`src/rtl/mips_register_file_pkg.sv`:
```
// ---------------------------------------------------------------------------
// mips_register_file_pkg
// Shared constants for the MIPS register file, the 32-bit ALU and its
// control unit. Keeping them here means the three blocks cannot disagree on
// datapath width, register count or the hard-wired zero register index.
// ---------------------------------------------------------------------------
package mips_register_file_pkg;

  localparam int DATA_W    = 32;           // register / datapath width
  localparam int ADDR_W    = 5;            // register index width
  localparam int REG_COUNT = 2 ** ADDR_W;  // number of architectural registers
  localparam int ZERO_REG  = 0;            // index that always reads as zero

endpackage : mips_register_file_pkg

```
`src/rtl/mips_register_file_read_port.sv`:
```
// ---------------------------------------------------------------------------
// regfile_read_port
// One registered read port of the register file. The address is sampled on
// the rising edge together with the selected storage word. The port
// bypasses a write landing on the same index in the same edge, so the
// caller sees the new value. Index zero is masked to all-zeros.
//
// Ports:
//   clk, rst_n  - clock, asynchronous active-low reset
//   rd_addr     - read index, sampled every rising edge
//   mem_data    - current storage contents at rd_addr (combinational)
//   wr_en       - write strobe of the shared write port
//   wr_addr     - write index of the shared write port
//   wr_data     - write data of the shared write port
//   rd_data     - registered read data
// ---------------------------------------------------------------------------
module regfile_read_port
  import mips_register_file_pkg::*;
#(
  parameter int P_DATA_W = mips_register_file_pkg::DATA_W,
  parameter int P_ADDR_W = mips_register_file_pkg::ADDR_W
) (
  input  logic                clk,
  input  logic                rst_n,
  input  logic [P_ADDR_W-1:0] rd_addr,
  input  logic [P_DATA_W-1:0] mem_data,
  input  logic                wr_en,
  input  logic [P_ADDR_W-1:0] wr_addr,
  input  logic [P_DATA_W-1:0] wr_data,
  output logic [P_DATA_W-1:0] rd_data
);

  logic [P_DATA_W-1:0] rd_data_d;
  logic [P_DATA_W-1:0] rd_data_q;
  logic                addr_is_zero;
  logic                bypass_hit;

  assign addr_is_zero = (rd_addr == P_ADDR_W'(ZERO_REG));
  // A write to index zero can never hit here: rd_addr==0 is masked first.
  assign bypass_hit   = wr_en && (wr_addr == rd_addr);

  always_comb begin
    // NOTE: assign a default before any branch so no path leaves rd_data_d
    // unassigned; otherwise synthesis infers a latch.
    rd_data_d = mem_data;
    if (addr_is_zero) begin
      rd_data_d = '0;
    end else if (bypass_hit) begin
      rd_data_d = wr_data;
    end
  end

  // NOTE: sequential state uses non-blocking assignments so every flop
  // samples pre-edge values regardless of process ordering.
  always_ff @(posedge clk or negedge rst_n) begin
    if (!rst_n) begin
      rd_data_q <= '0;
    end else begin
      rd_data_q <= rd_data_d;
    end
  end

  assign rd_data = rd_data_q;

endmodule : regfile_read_port

```
`src/rtl/mips_register_file.sv`:
```
// ---------------------------------------------------------------------------
// mips_register_file
// MIPS-style register file. It has two registered read ports with
// write-first bypass, one write port and the captured ALU status flags.
// Register 0 is hard-wired to zero. Read data appears one cycle after the
// address is presented.
//
// Ports:
//   clk, rst_n            - clock, asynchronous active-low reset
//   rd_addr_a/rd_addr_b   - read indices (sampled each rising edge)
//   rd_data_a/rd_data_b   - registered read data (ALU operands a/b)
//   wr_en/wr_addr/wr_data - ALU result write port
//   flag_en               - capture strobe for the ALU flags
//   carry_in/zero_in      - ALU carry-out and zero flag to capture
//   flag_carry/flag_zero  - registered flags
// ---------------------------------------------------------------------------
module mips_register_file
  import mips_register_file_pkg::*;
#(
  parameter int DATA_W = mips_register_file_pkg::DATA_W,
  parameter int ADDR_W = mips_register_file_pkg::ADDR_W
) (
  input  logic              clk,
  input  logic              rst_n,
  input  logic [ADDR_W-1:0] rd_addr_a,
  input  logic [ADDR_W-1:0] rd_addr_b,
  output logic [DATA_W-1:0] rd_data_a,
  output logic [DATA_W-1:0] rd_data_b,
  input  logic              wr_en,
  input  logic [ADDR_W-1:0] wr_addr,
  input  logic [DATA_W-1:0] wr_data,
  input  logic              flag_en,
  input  logic              carry_in,
  input  logic              zero_in,
  output logic              flag_carry,
  output logic              flag_zero
);

  localparam int NUM_REGS = 2 ** ADDR_W;

  logic [DATA_W-1:0] mem_d [NUM_REGS];
  logic [DATA_W-1:0] mem_q [NUM_REGS];
  logic              write_ok;
  logic              flag_carry_d, flag_carry_q;
  logic              flag_zero_d,  flag_zero_q;

  // Writes to the zero register are dropped, so mem_q[0] stays at reset 0.
  assign write_ok = wr_en && (wr_addr != ADDR_W'(ZERO_REG));

  // Per-index write decode.
  always_comb begin
    for (int i = 0; i < NUM_REGS; i++) begin
      mem_d[i] = mem_q[i];
      if (write_ok && (wr_addr == ADDR_W'(i))) begin
        mem_d[i] = wr_data;
      end
    end
  end

  always_comb begin
    flag_carry_d = flag_carry_q;
    flag_zero_d  = flag_zero_q;
    if (flag_en) begin
      flag_carry_d = carry_in;
      flag_zero_d  = zero_in;
    end
  end

  // NOTE: the storage array is reset explicitly. Every register must read 0
  // while rst_n is low and after release, so it is built from resettable
  // flops rather than a RAM macro.
  always_ff @(posedge clk or negedge rst_n) begin
    if (!rst_n) begin
      for (int i = 0; i < NUM_REGS; i++) begin
        mem_q[i] <= '0;
      end
      flag_carry_q <= 1'b0;
      flag_zero_q  <= 1'b0;
    end else begin
      for (int i = 0; i < NUM_REGS; i++) begin
        mem_q[i] <= mem_d[i];
      end
      flag_carry_q <= flag_carry_d;
      flag_zero_q  <= flag_zero_d;
    end
  end

  regfile_read_port #(
    .P_DATA_W (DATA_W),
    .P_ADDR_W (ADDR_W)
  ) u_port_a (
    .clk      (clk),
    .rst_n    (rst_n),
    .rd_addr  (rd_addr_a),
    .mem_data (mem_q[rd_addr_a]),
    .wr_en    (wr_en),
    .wr_addr  (wr_addr),
    .wr_data  (wr_data),
    .rd_data  (rd_data_a)
  );

  regfile_read_port #(
    .P_DATA_W (DATA_W),
    .P_ADDR_W (ADDR_W)
  ) u_port_b (
    .clk      (clk),
    .rst_n    (rst_n),
    .rd_addr  (rd_addr_b),
    .mem_data (mem_q[rd_addr_b]),
    .wr_en    (wr_en),
    .wr_addr  (wr_addr),
    .wr_data  (wr_data),
    .rd_data  (rd_data_b)
  );

  assign flag_carry = flag_carry_q;
  assign flag_zero  = flag_zero_q;

endmodule : mips_register_file

```
`config.mk`:
```
export PLATFORM = sky130hd
export DESIGN_NAME = mips_register_file
export DESIGN_NICKNAME = d
export VERILOG_FILES = /design/src/rtl/mips_register_file_pkg.sv /design/src/rtl/mips_register_file_read_port.sv /design/src/rtl/mips_register_file.sv
export SDC_FILE = /design/constraint.sdc
export NUM_CORES = 2
export LEC_CHECK = 0
export CAP_MARGIN = 20
export CORE_ASPECT_RATIO = 1.2
export CORE_MARGIN = 2
export CORE_UTILIZATION = 47
export DETAILED_ROUTE_END_ITERATION = 7
export PLACE_DENSITY = 0.73
export SETUP_SLACK_MARGIN = 0.5
export SLEW_MARGIN = 25
export SYNTH_ARGS = -nofsm -noshare
export SYNTH_HDL_FRONTEND = slang
export SYNTH_SLANG_ARGS = --single-unit
```
`constraint.sdc`:
```
create_clock -name clk -period 3.7 [get_ports clk]
set_input_delay 0.37 -clock clk [delete_from_list [all_inputs] [get_ports clk]]
set_output_delay 0.37 -clock clk [all_outputs]
set_load 0.05 [all_outputs]
```
Word-level counts from Yosys, hierarchy flattened
Index checks and enable logic that the tools add are counted.
{"block": "totals", "ff_bits": 1090, "output_inout_bits": 66, "wordCells": 122, "input_bits": 53}
{"block": "classes", "mux": 10, "eq_ne": 33, "n_lt_le_gt_ge": 2, "reduce_logical": 39, "n_bitwise": 2}
{"operator": "$bmux W32 S5", "count": 2}
{"operator": "$mux W32", "count": 8}
{"operator": "$eq A5 B5 Y1 const B", "count": 16}
{"operator": "$eq A5 B4 Y1 const B", "count": 8}
{"operator": "$logic_and A1 B1 Y1", "count": 35}
{"operator": "$eq A5 B3 Y1 const B", "count": 4}
{"operator": "$logic_not A5 Y1", "count": 3}
{"operator": "$ge A6 B6 Y1 const B", "count": 2}
{"operator": "$not A5 Y6", "count": 2}
{"operator": "$eq A5 B2 Y1 const B", "count": 2}
{"operator": "$eq A5 B5 Y1", "count": 2}
{"operator": "$eq A5 B1 Y1 const B", "count": 1}
{"operator": "$reduce_bool A5 Y1", "count": 1}

Logic depth before layout (Yosys ltp)
{"block": "depth", "ltp_word": 6, "mapped_depth": 10, "ltp_nobuf": 5}

Hierarchy
From an unflattened synthesis, not the netlist that was laid out.
{"block": "hier_totals", "hier_cells": 4922, "hier_area_um2": 58393.5}
{"mod": "mips_register_file", "area_per_inst_um2": 55500.7, "n_inst": 1, "seq_area_each_um2": 25674.6, "cells_each": 4612}
{"mod": "regfile_read_port", "area_per_inst_um2": 1446.4, "n_inst": 2, "seq_area_each_um2": 800.8, "cells_each": 155}

Worst setup path after synthesis
Ideal clock, no wire load.
{"block": "synth_timing", "path_kind": "input-to-reg", "from": "input port rd_addr_b[0]", "to": "register u_port_b.rd_data_q[25], in the netlist u_port_b.rd_data[25]", "slack_ps": 1512, "setup_ps": 122, "arrival_ps": 2066, "path_buffers": 3, "stages": 7, "path_cell_list": "clkbuf_1 > clkbuf_1 > buf_2 > mux4_2 > o22ai_1 > nor2_1 > a32o_1"}
{"block": "synth_between", "elab_chain_len": 6}
{"element": "from (decl)", "line_no": "mips_register_file.sv:26", "source": "input logic [ADDR_W-1:0] rd_addr_b,"}
{"element": "$not A5 Y6 (implied by the code)", "line_no": "mips_register_file.sv:109", "source": ".mem_data (mem_q[rd_addr_b]),"}
{"element": "$bmux W32 S5", "line_no": "mips_register_file.sv:109"}
{"element": "$mux W32 (implied by the code) (2 in series)", "line_no": "mips_register_file.sv:109"}
{"element": "$mux W32", "line_no": "mips_register_file_read_port.sv:48", "source": "end else if (bypass_hit) begin"}
{"element": "$mux W32 (*)", "line_no": "mips_register_file_read_port.sv:46", "source": "if (addr_is_zero) begin"}
{"element": "net u_port_b.rd_data_d[25]", "line_no": "mips_register_file_read_port.sv:33", "source": "logic [P_DATA_W-1:0] rd_data_d;"}
{"element": "to (signal assigned)", "line_no": "mips_register_file_read_port.sv:59", "source": "rd_data_q <= rd_data_d;"}
{"element": "to (decl)", "line_no": "mips_register_file_read_port.sv:34", "source": "logic [P_DATA_W-1:0] rd_data_q;"}
Mark *: on every way through the listed nets, which the timed path passes. The rest lies on a longest branch. The select of a mux whose other input is x is not followed.
A chain may end at the register's enable or synchronous reset.

Worst setup path after layout
{"block": "layout_timing", "from": "input port wr_addr[1]", "to": "register u_port_a.rd_data_q[30], in the netlist u_port_a.rd_data[30]"}
{"block": "layout_between", "elab_chain_len": 4}
{"element": "from (decl)", "line_no": "mips_register_file.sv:30", "source": "input logic [ADDR_W-1:0] wr_addr,"}
{"element": "$eq A5 B5 Y1", "line_no": "mips_register_file_read_port.sv:40", "source": "assign bypass_hit = wr_en && (wr_addr == rd_addr);"}
{"element": "$logic_and A1 B1 Y1", "line_no": "mips_register_file_read_port.sv:40"}
{"element": "$mux W32", "line_no": "mips_register_file_read_port.sv:48"}
{"element": "$mux W32", "line_no": "mips_register_file_read_port.sv:46"}
{"element": "net u_port_a.rd_data_d[30]", "line_no": "mips_register_file_read_port.sv:33"}
{"element": "to (signal assigned)", "line_no": "mips_register_file_read_port.sv:59"}
{"element": "to (decl)", "line_no": "mips_register_file_read_port.sv:34"}
The timed path passes the listed nets, and every way through them passes these cells.

==> flow_summary.html <==
<table>
<tr><th>Metric</th><th>Value</th></tr>
<tr><th colspan="2">Clocking</th></tr>
<tr><td>Number of instances resized during post-cts repair</td><td>0</td></tr>
<tr><td>Sinks on Clock Net</td><td>1090</td></tr>
<tr><td>Clock tree from TritonCTS</td><td>yes</td></tr>
<tr><td>Number of levels the H-tree was split into</td><td>3</td></tr>
<tr><td>CTS Buf Count</td><td>105</td></tr>
<tr><td>Clock Pin Slew Worst Setup and Hold Paths</td><td>0.07 ns</td></tr>
<tr><td>Clk Latency, worst-skew pair</td><td>0.72 ns</td></tr>
<tr><td>Clock Tree Root</td><td>clkbuf_16</td></tr>
<tr><td>Maximum clock path buffer count</td><td>3</td></tr>
<tr><th colspan="2">Power and ir drop</th></tr>
<tr><td>Worst ir drop on vdd</td><td>0.3900 mV</td></tr>
<tr><td>Combinational cell fraction of total power</td><td>0.210</td></tr>
<tr><td>Part of the total power dissipated in the clock network</td><td>0.324</td></tr>
<tr><td>Static leakage power</td><td>26.65 nW</td></tr>
<tr><td>Total net switching power</td><td>9.514 mW</td></tr>
<tr><td>Sequential group share of total power</td><td>0.466</td></tr>
<tr><td>Internal power summed over all cells</td><td>24.43 mW</td></tr>
<tr><td>PwrDens</td><td>544.2 mW/mm2</td></tr>
<tr><td>Fraction of power spent switching nets</td><td>0.2803</td></tr>
<tr><th colspan="2">Worst setup path</th></tr>
<tr><td>Reg2Reg Capture Point</td><td>u_port_a.rd_data[5]</td></tr>
<tr><td>Req. time, crit path</td><td>4.36 ns</td></tr>
<tr><td>Reg-to-reg critical path startpoint</td><td>mem_q[389]</td></tr>
<tr><td>Nature of the critical path endpoint</td><td>flip-flop</td></tr>
<tr><td>Flop-to-flop setup slack</td><td>1.56 ns</td></tr>
<tr><td>Data arrival time of the critical path</td><td>3.26 ns</td></tr>
<tr><td>Max FO, Critical Path</td><td>13</td></tr>
<tr><td>Type of the worst setup path</td><td>in -&gt; reg</td></tr>
<tr><td>Startpoint types</td><td>input port</td></tr>
<tr><td>Path depth of the worst reg2reg path</td><td>4</td></tr>
<tr><th colspan="2">Timing</th></tr>
<tr><td>Ratio of final minimum period to clock period</td><td>0.7014</td></tr>
<tr><td>Remaining max-slew budget at the tightest pin</td><td>0.2500</td></tr>
<tr><td>Setup-violating endpoint count in the final report</td><td>0</td></tr>
<tr><td>Setup repair after global routing missed its margin</td><td>no</td></tr>
<tr><td>Number of max-slew violations in the final report</td><td>0</td></tr>
<tr><td>Transition time at the pin with the least slew margin</td><td>1.097 ns</td></tr>
<tr><td>Final hold viol count</td><td>0</td></tr>
<tr><td>Final clock skew</td><td>0.04006 ns</td></tr>
<tr><td>Time the final worst path needs with I/O delays and setup</td><td>2.595 ns</td></tr>
<tr><td>Achievable Freq</td><td>385.3 MHz</td></tr>
<tr><td>Sum of negative setup slack</td><td>0 ns</td></tr>
<tr><th colspan="2">Synth</th></tr>
<tr><td>Share of flip-flops with an asynchronous set or reset</td><td>1.000</td></tr>
<tr><td>Sequential area share after synthesis</td><td>0.4891</td></tr>
<tr><td>Post-Synthesis Cell Area</td><td>0.05577 mm2</td></tr>
<tr><td>Synth Register Bits</td><td>1090</td></tr>
<tr><td>Syn. warnings</td><td>0</td></tr>
<tr><td>Avg Cell Area, Syn</td><td>15.22 um2</td></tr>
<tr><td>Post-synth cell types</td><td>55</td></tr>
<tr><td>Total nets after synthesis</td><td>3718</td></tr>
<tr><td>Gate Count Post-Synth</td><td>3665</td></tr>
<tr><td>Number of synthesized flops with an enable pin</td><td>0</td></tr>
<tr><td>Dominant synthesized flop cell</td><td>dfrtp_1</td></tr>
<tr><th colspan="2">Final layout</th></tr>
<tr><td>Leading cell types in the layout, fill and taps excluded</td><td>1090 x dfrtp_1, 1018 x mux2_2, 473 x mux4_2, 146 x o22ai_1, 133 x buf_4</td></tr>
<tr><td>Final-stage net count</td><td>3691</td></tr>
<tr><td>Post-route standard cell area excluding fillers</td><td>0.06237 mm2</td></tr>
<tr><td>Relative area change from synthesis to final layout</td><td>11.84%</td></tr>
<tr><td>Ratio of cells with drive above 1 in the final layout</td><td>0.5195</td></tr>
<tr><td>Most common cell after layout, fill and taps aside</td><td>dfrtp_1</td></tr>
<tr><td>Final Non-Filler Cells</td><td>5269</td></tr>
<tr><th colspan="2">Routing</th></tr>
<tr><td>DR WL/cell</td><td>32.53 um</td></tr>
<tr><td>Number of DRC violations after detailed routing</td><td>0</td></tr>
<tr><td>Routed vias/inst</td><td>6.787</td></tr>
<tr><td>Antenna viol nets, final</td><td>0</td></tr>
<tr><td>Total number of vias</td><td>35760</td></tr>
<tr><td>Detailed-routing wirelength on met1</td><td>64000 um</td></tr>
<tr><td>DR WL met2</td><td>82470 um</td></tr>
<tr><td>Initial DRC count</td><td>3282</td></tr>
<tr><td>Number of detailed-route iterations in the first pass</td><td>5</td></tr>
<tr><td>Routed length on met3</td><td>14750 um</td></tr>
<tr><td>Top routing layer in use</td><td>met5</td></tr>
<tr><td>Final WL</td><td>171400 um</td></tr>
<tr><th colspan="2">Floorplan</th></tr>
<tr><td>Vertical extent of the die</td><td>381.3 um</td></tr>
<tr><td>DIE AREA</td><td>0.1214 mm2</td></tr>
<tr><td>I/O Pins</td><td>119</td></tr>
<tr><td>Die width</td><td>318.5 um</td></tr>
<tr><td>Count of standard-cell rows</td><td>138</td></tr>
<tr><td>Initial core utilization</td><td>0.4736</td></tr>
<tr><td>Placeable core region</td><td>0.1178 mm2</td></tr>
<tr><th colspan="2">Placed design</th></tr>
<tr><td>Buffers on Ports</td><td>118</td></tr>
<tr><td>Placed Cells incl. Taps</td><td>5070</td></tr>
<tr><td>Weighted congestion reported at the end of routability-driven placement</td><td>0.8535</td></tr>
<tr><td>HPWL after detailed placement</td><td>105800 um</td></tr>
<tr><td>Cell area after placement</td><td>0.05897 mm2</td></tr>
<tr><th colspan="2">GRT</th></tr>
<tr><td>Maximum number of pins on one net before global-route repair</td><td>144</td></tr>
<tr><td>Global-route wire length before repair</td><td>253700 um</td></tr>
<tr><td>Antenna violations before repair</td><td>13</td></tr>
<tr><td>Global-route usage over all layers</td><td>0.2837</td></tr>
<tr><td>Via count of the first global-routing pass</td><td>37270</td></tr>
<tr><td>Remaining global-route overflow</td><td>0</td></tr>
<tr><th colspan="2">Run status</th></tr>
<tr><td>Result of the run</td><td>finished, final reports clean</td></tr>
<tr><th colspan="2">Worst hold path</th></tr>
<tr><td>Class of the most critical hold timing path</td><td>in -&gt; async</td></tr>
<tr><th colspan="2">Flow run</th></tr>
<tr><td>Number of violations of the max-capacitance limit</td><td>0</td></tr>
</table>
==> power by group through the flow <==
stage / Clock (mW) / Combinational, mW / Sequential, mW
finish: 11.0 / 7.13 / 15.8
global route: 11.6 / 7.56 / 16.1
CTS: 11.1 / 7.15 / 15.8
detailed placement: 0 / 7.11 / 16.0
global placement: 0 / 6.96 / 15.8
floorplan: 0 / 4.96 / 15.8
==> cell type report <==
cell class,count,area (um2)
Sequential cell,1090,27280
Inverter,3,11.26
Clock buffer,143,2982
Timing Repair Buffer,290,2815
Tap cell,1540,1927
Multi-Input combinational cell,2148,26850
Fill cell,9500,55380
Clock inverter,49,494.2
Antenna cell,6,15.01
==> cells by family after synthesis <==
kind of cell,synth area share
and+or+nand+nor,0.01687
AOI/OAI and AO/OA,0.04790
xor gates and xnor gates,0.001571
muxes,0.4109
buffers and inverters,0.03368
DFF,0.4891
==> worst max-delay path by stage <==
stage	from	to	slack [ns]	depth (start not counted)
floorplan	rd_addr_b[0]	u_port_b.rd_data[25]	1.51	7
global placement	wr_addr[1]	u_port_a.rd_data[21]	0.47	7
detailed placement	wr_addr[1]	u_port_a.rd_data[28]	0.44	7
CTS	u_port_a.rd_data[6]	rd_data_a[6]	1.10	1
global route	wr_addr[1]	u_port_a.rd_data[21]	0.99	7
finish	wr_addr[1]	u_port_a.rd_data[30]	1.10	7
==> worst max-delay path, stage by stage <==
cell	delay, ns
clkdlybuf4s50_1	0.92
xnor2_1	0.20
nand4_1	0.27
or2_2	0.46
a21oi_4	0.57
buf_4	0.30
a211o_1	0.15
==> per-stage QoR <==
step	hold WS (ns)	power (mW)	setup WS [ns]	util
2_1_floorplan	0.07441	20.77	1.512	-
3_3_place_gp	0.3342	22.76	0.4749	0.5013
3_5_place_dp	0.3413	23.09	0.4395	0.5008
4_1_cts	0.1729	34.06	1.103	0.5304
5_1_grt	0.2341	35.25	0.9918	0.5296
6_report	0.1995	33.94	1.105	0.5297
==> per-layer routing <==
metal  GRT usage  vias up
li1            -    14160
met1      0.3633    19310
met2      0.4573     1751
met3     0.05807      531
met4      0.1508       12
met5           0        -
==> repair_timing <==
item	CTS	global route
hold endpoints to repair	58	0
hold buffers	1	0
buffers inserted	0	0
==> Yosys cell counts, types with 35 or more instances <==
library cell | count | share of area
dfrtp_1 | 1090 | 0.49
mux2_2 | 1018 | 0.21
a21oi_1 | 35 | 0.0031
mux2i_1 | 72 | 0.013
buf_1 | 59 | 0.0040
buf_2 | 63 | 0.0057
clkbuf_1 | 271 | 0.018
o22ai_1 | 146 | 0.016
a22oi_1 | 64 | 0.0086
mux4_2 | 473 | 0.19
nor2_1 | 90 | 0.0061
==> flip-flops by register name (all words and copies together) (netlist names) <==
register	count
u_port_a.rd_data	32
mem_q	1024
flag_carry	1
flag_zero	1
u_port_b.rd_data	32
Power figures use the tool's default switching activity.
==> RTL change (config.mk and constraints unchanged) <==
Put a register stage on the output `rd_data_b`, cleared by the reset. The value now appears one clock later. The other outputs are not delayed to match. Comments in the files are not updated.
--- a/src/rtl/mips_register_file.sv
+++ b/src/rtl/mips_register_file.sv
@@ -37,6 +37,8 @@
 );
 
   localparam int NUM_REGS = 2 ** ADDR_W;
+
+  logic [DATA_W-1:0] rd_data_b_d;
 
   logic [DATA_W-1:0] mem_d [NUM_REGS];
   logic [DATA_W-1:0] mem_q [NUM_REGS];
@@ -110,11 +112,19 @@
     .wr_en    (wr_en),
     .wr_addr  (wr_addr),
     .wr_data  (wr_data),
-    .rd_data  (rd_data_b)
+    .rd_data  (rd_data_b_d)
   );
 
   assign flag_carry = flag_carry_q;
   assign flag_zero  = flag_zero_q;
 
+  always_ff @(posedge clk or negedge rst_n) begin
+    if (!rst_n) begin
+      rd_data_b <= '0;
+    end else begin
+      rd_data_b <= rd_data_b_d;
+    end
+  end
+
 endmodule : mips_register_file
 
Behaviour: not the same (Yosys sat finds a counterexample within 4 cycles, from zero or initial values and one cycle with rst_n low).
==> RTL change against the original RTL <==
  * Critical path depth is 6 lower
  * Sequential cell count is 32 higher
  * Total power is 3.0% higher
  * Routed wire length is 2.1% higher
  * Setup slack better by 0.039 ns
  * Global-route usage is 0.35 points higher
  * Cell area is 2.0% higher
  * Synthesized area is 1.7% higher
  * Largest cell class unchanged
  * Highest routed layer unchanged
==> RTL change: results (changes against the original RTL) <==
setup_path:
  crit_path_top_delay_cell: "clkdlybuf4s50_1"
  reg2reg_to: "u_port_a.rd_data[27]$_DFF_PN0_"
  crit_start: "u_port_a.rd_data[19]$_DFF_PN0_"
  arrival_ns: 2.19  # -1.07 ns
  critPathTopFamily: "buffers and inverters"
  r2r-start: "mem_q[251]$_DFFE_PN0P_"
  worstRegToRegCells: 4  # unchanged
  crit_path_end: "rd_data_a[19]"
  cp_max_fo: 2  # -11
  cp_slowest_stage_delay_ns: 0.89  # -0.03 ns
  reg2reg_slack_ns: 1.84  # +0.28 ns
global_route:
  grt_max_degree: 124  # -14%
  antenna_found_initial: 10  # -3
  grtUsageTotal_pct: 28.7  # +0.35 points
  grt_pass1_wl_um: 261000  # +2.8%
  grt_pass1_vias: 37900  # +1.8%
clocking:
  cts_root_buf: "clkbuf_16"
  clkTransAtPathRegs_ns: 0.06
  clock_path_buffers: 3  # unchanged
  numCtsBuffers: 111  # +5.7%
  clock_latency_ns: 0.73
  cts-htree-levels: 3  # unchanged
  post_cts_buffers: 0  # unchanged
layout:
  largest_reg_flops: 1024  # unchanged
  fillCellCount: 9645  # +1.5%
  drive_above_1_share_pct: 49.9  # -2.0 points
  top_register: "mem_q"
pwr:
  ir_worst_vdd_uv: 364  # -6.6%
  p_sw_w: 0.00975  # +2.4%
  p_leak_nw: 27.3  # +2.4%
routing:
  vias: 36300  # +1.5%
  post_drt_wl_per_cell_um: 32.6  # +0.18%
  drtIter0Drc: 3882  # +18%
  dr.pass1.iters: 5  # unchanged
sta:
  fin_skew_ns: 0.0253  # -0.0148 ns
  setup_tns_ns: 0  # unchanged
  worstMarginPinSlew_ns: 0.947  # -0.150 ns
  whs_ns: 0.179  # -0.0202 ns
  hold_violations: 0  # unchanged
yosys:
  synthFlopType: "dfrtp_1"
  synth_area_leaders: "dfrtp_1, mux2_2, mux4_2"
  synth-edff-count: 0  # unchanged
  syn_nets: 3778  # +1.6%
  yosysUniqueCellTypes: 51  # -7.3%
  async_reset_ff_share_pct: 100  # unchanged
  synth-seq-area-share_pct: 49.5  # +0.59 points
  yosysWarnings: 0  # unchanged
  synthTopCellsByCount: "dfrtp_1, mux2_2, mux4_2"
placement:
  placed_area_sq_mm: 0.0600  # +1.8%
  dp_hpwl_um: 109000  # +2.8%
  gp_congestion: 0.862  # +1.0%
  numPortBuffers: 118  # unchanged
outcome:
  run_status: "completed"
hold_path:
  holdCritPathClass: "primary input to async pin"
-- RTL change: cell types whose count changed after synthesis, sizes merged, moves of 10 or more --
cell	change
a2111oi	-10
a211o	-13
a21oi	-21
a22oi	+10
buf	+53
clkbuf	-53
dfrtp	+32
mux2	-23
mux2i	+28
nand2	+26
nor2	+25
nor2b	-10
o211ai	+11
o22ai	-13
-- RTL change: cells by family after synthesis --
| kind of cell | synth area share (%) |
|---|---|
| compound gates | 4.65 |
| flops | 49.5 |
| simple gates | 1.88 |
| buf+inv | 3.53 |
| mux | 40.3 |
| xor+xnor | 0.154 |
-- RTL change: power by group through the flow --
stage | Combinational, W | Clock [W] | Sequential [W]
after global routing | 0.00762 | 0.0121 | 0.0166
after detailed placement | 0.00717 | 0 | 0.0165
after floorplan | 0.00494 | 0 | 0.0162
after CTS | 0.00720 | 0.0116 | 0.0163
after global placement | 0.00701 | 0 | 0.0163
final | 0.00720 | 0.0115 | 0.0163
-- RTL change: worst min-delay path by stage --
stage,startpoint,end,depth (start not counted)
floorplan,rst_n,flag_carry$_DFFE_PN0P_,0
global placement,u_port_b.rd_data[6]$_DFF_PN0_,rd_data_b[6]$_DFF_PN0_,0
detailed placement,u_port_b.rd_data[20]$_DFF_PN0_,rd_data_b[20]$_DFF_PN0_,0
CTS,rst_n,mem_q[515]$_DFFE_PN0P_,2
global route,rst_n,mem_q[738]$_DFFE_PN0P_,2
finish,rst_n,mem_q[480]$_DFFE_PN0P_,2
-- RTL change: routing by layer --
| layer | part of all wire, % | vias up | track usage [%] | wire, um |
|---|---|---|---|---|
| li1 | - | 14400 | - | - |
| met5 | 0.054 | - | 0 | 95 |
| met1 | 39 | 19600 | 38.4 | 68200 |
| met2 | 46 | 1825 | 44.0 | 81100 |
| met4 | 5.4 | 12 | 14.3 | 9480 |
| met3 | 9.2 | 494 | 7.05 | 16200 |
-- RTL change: per-stage QoR --
stage | worst slack [ns] | cells
6_report | 1.14 | 5372
2_1_floorplan | 1.65 | 3725
3_5_place_dp | 0.564 | 5167
3_3_place_gp | 0.650 | 5167
5_1_grt | 1.15 | 5370
4_1_cts | 1.14 | 5368
-- RTL change: final cells by class --
class / instances / area, sq um / area share (%)
Multi-Input combinational cell: 2175 / 26900 / 42.2
Inverter: 4 / 15.0 / 0.0236
Tap cell: 1551 / 1940 / 3.05
Clock inverter: 36 / 365 / 0.574
Sequential cell: 1122 / 28100 / 44.1
Clock buffer: 164 / 3280 / 5.16
Timing Repair Buffer: 316 / 3070 / 4.82
Antenna cell: 4 / 10.0 / 0.0157
-- RTL change: timing repair --
item                                   4_1_cts  5_1_grt
endpoints found under the hold margin       68        0
resized for setup                            0        0
hold buffers                                 1        0
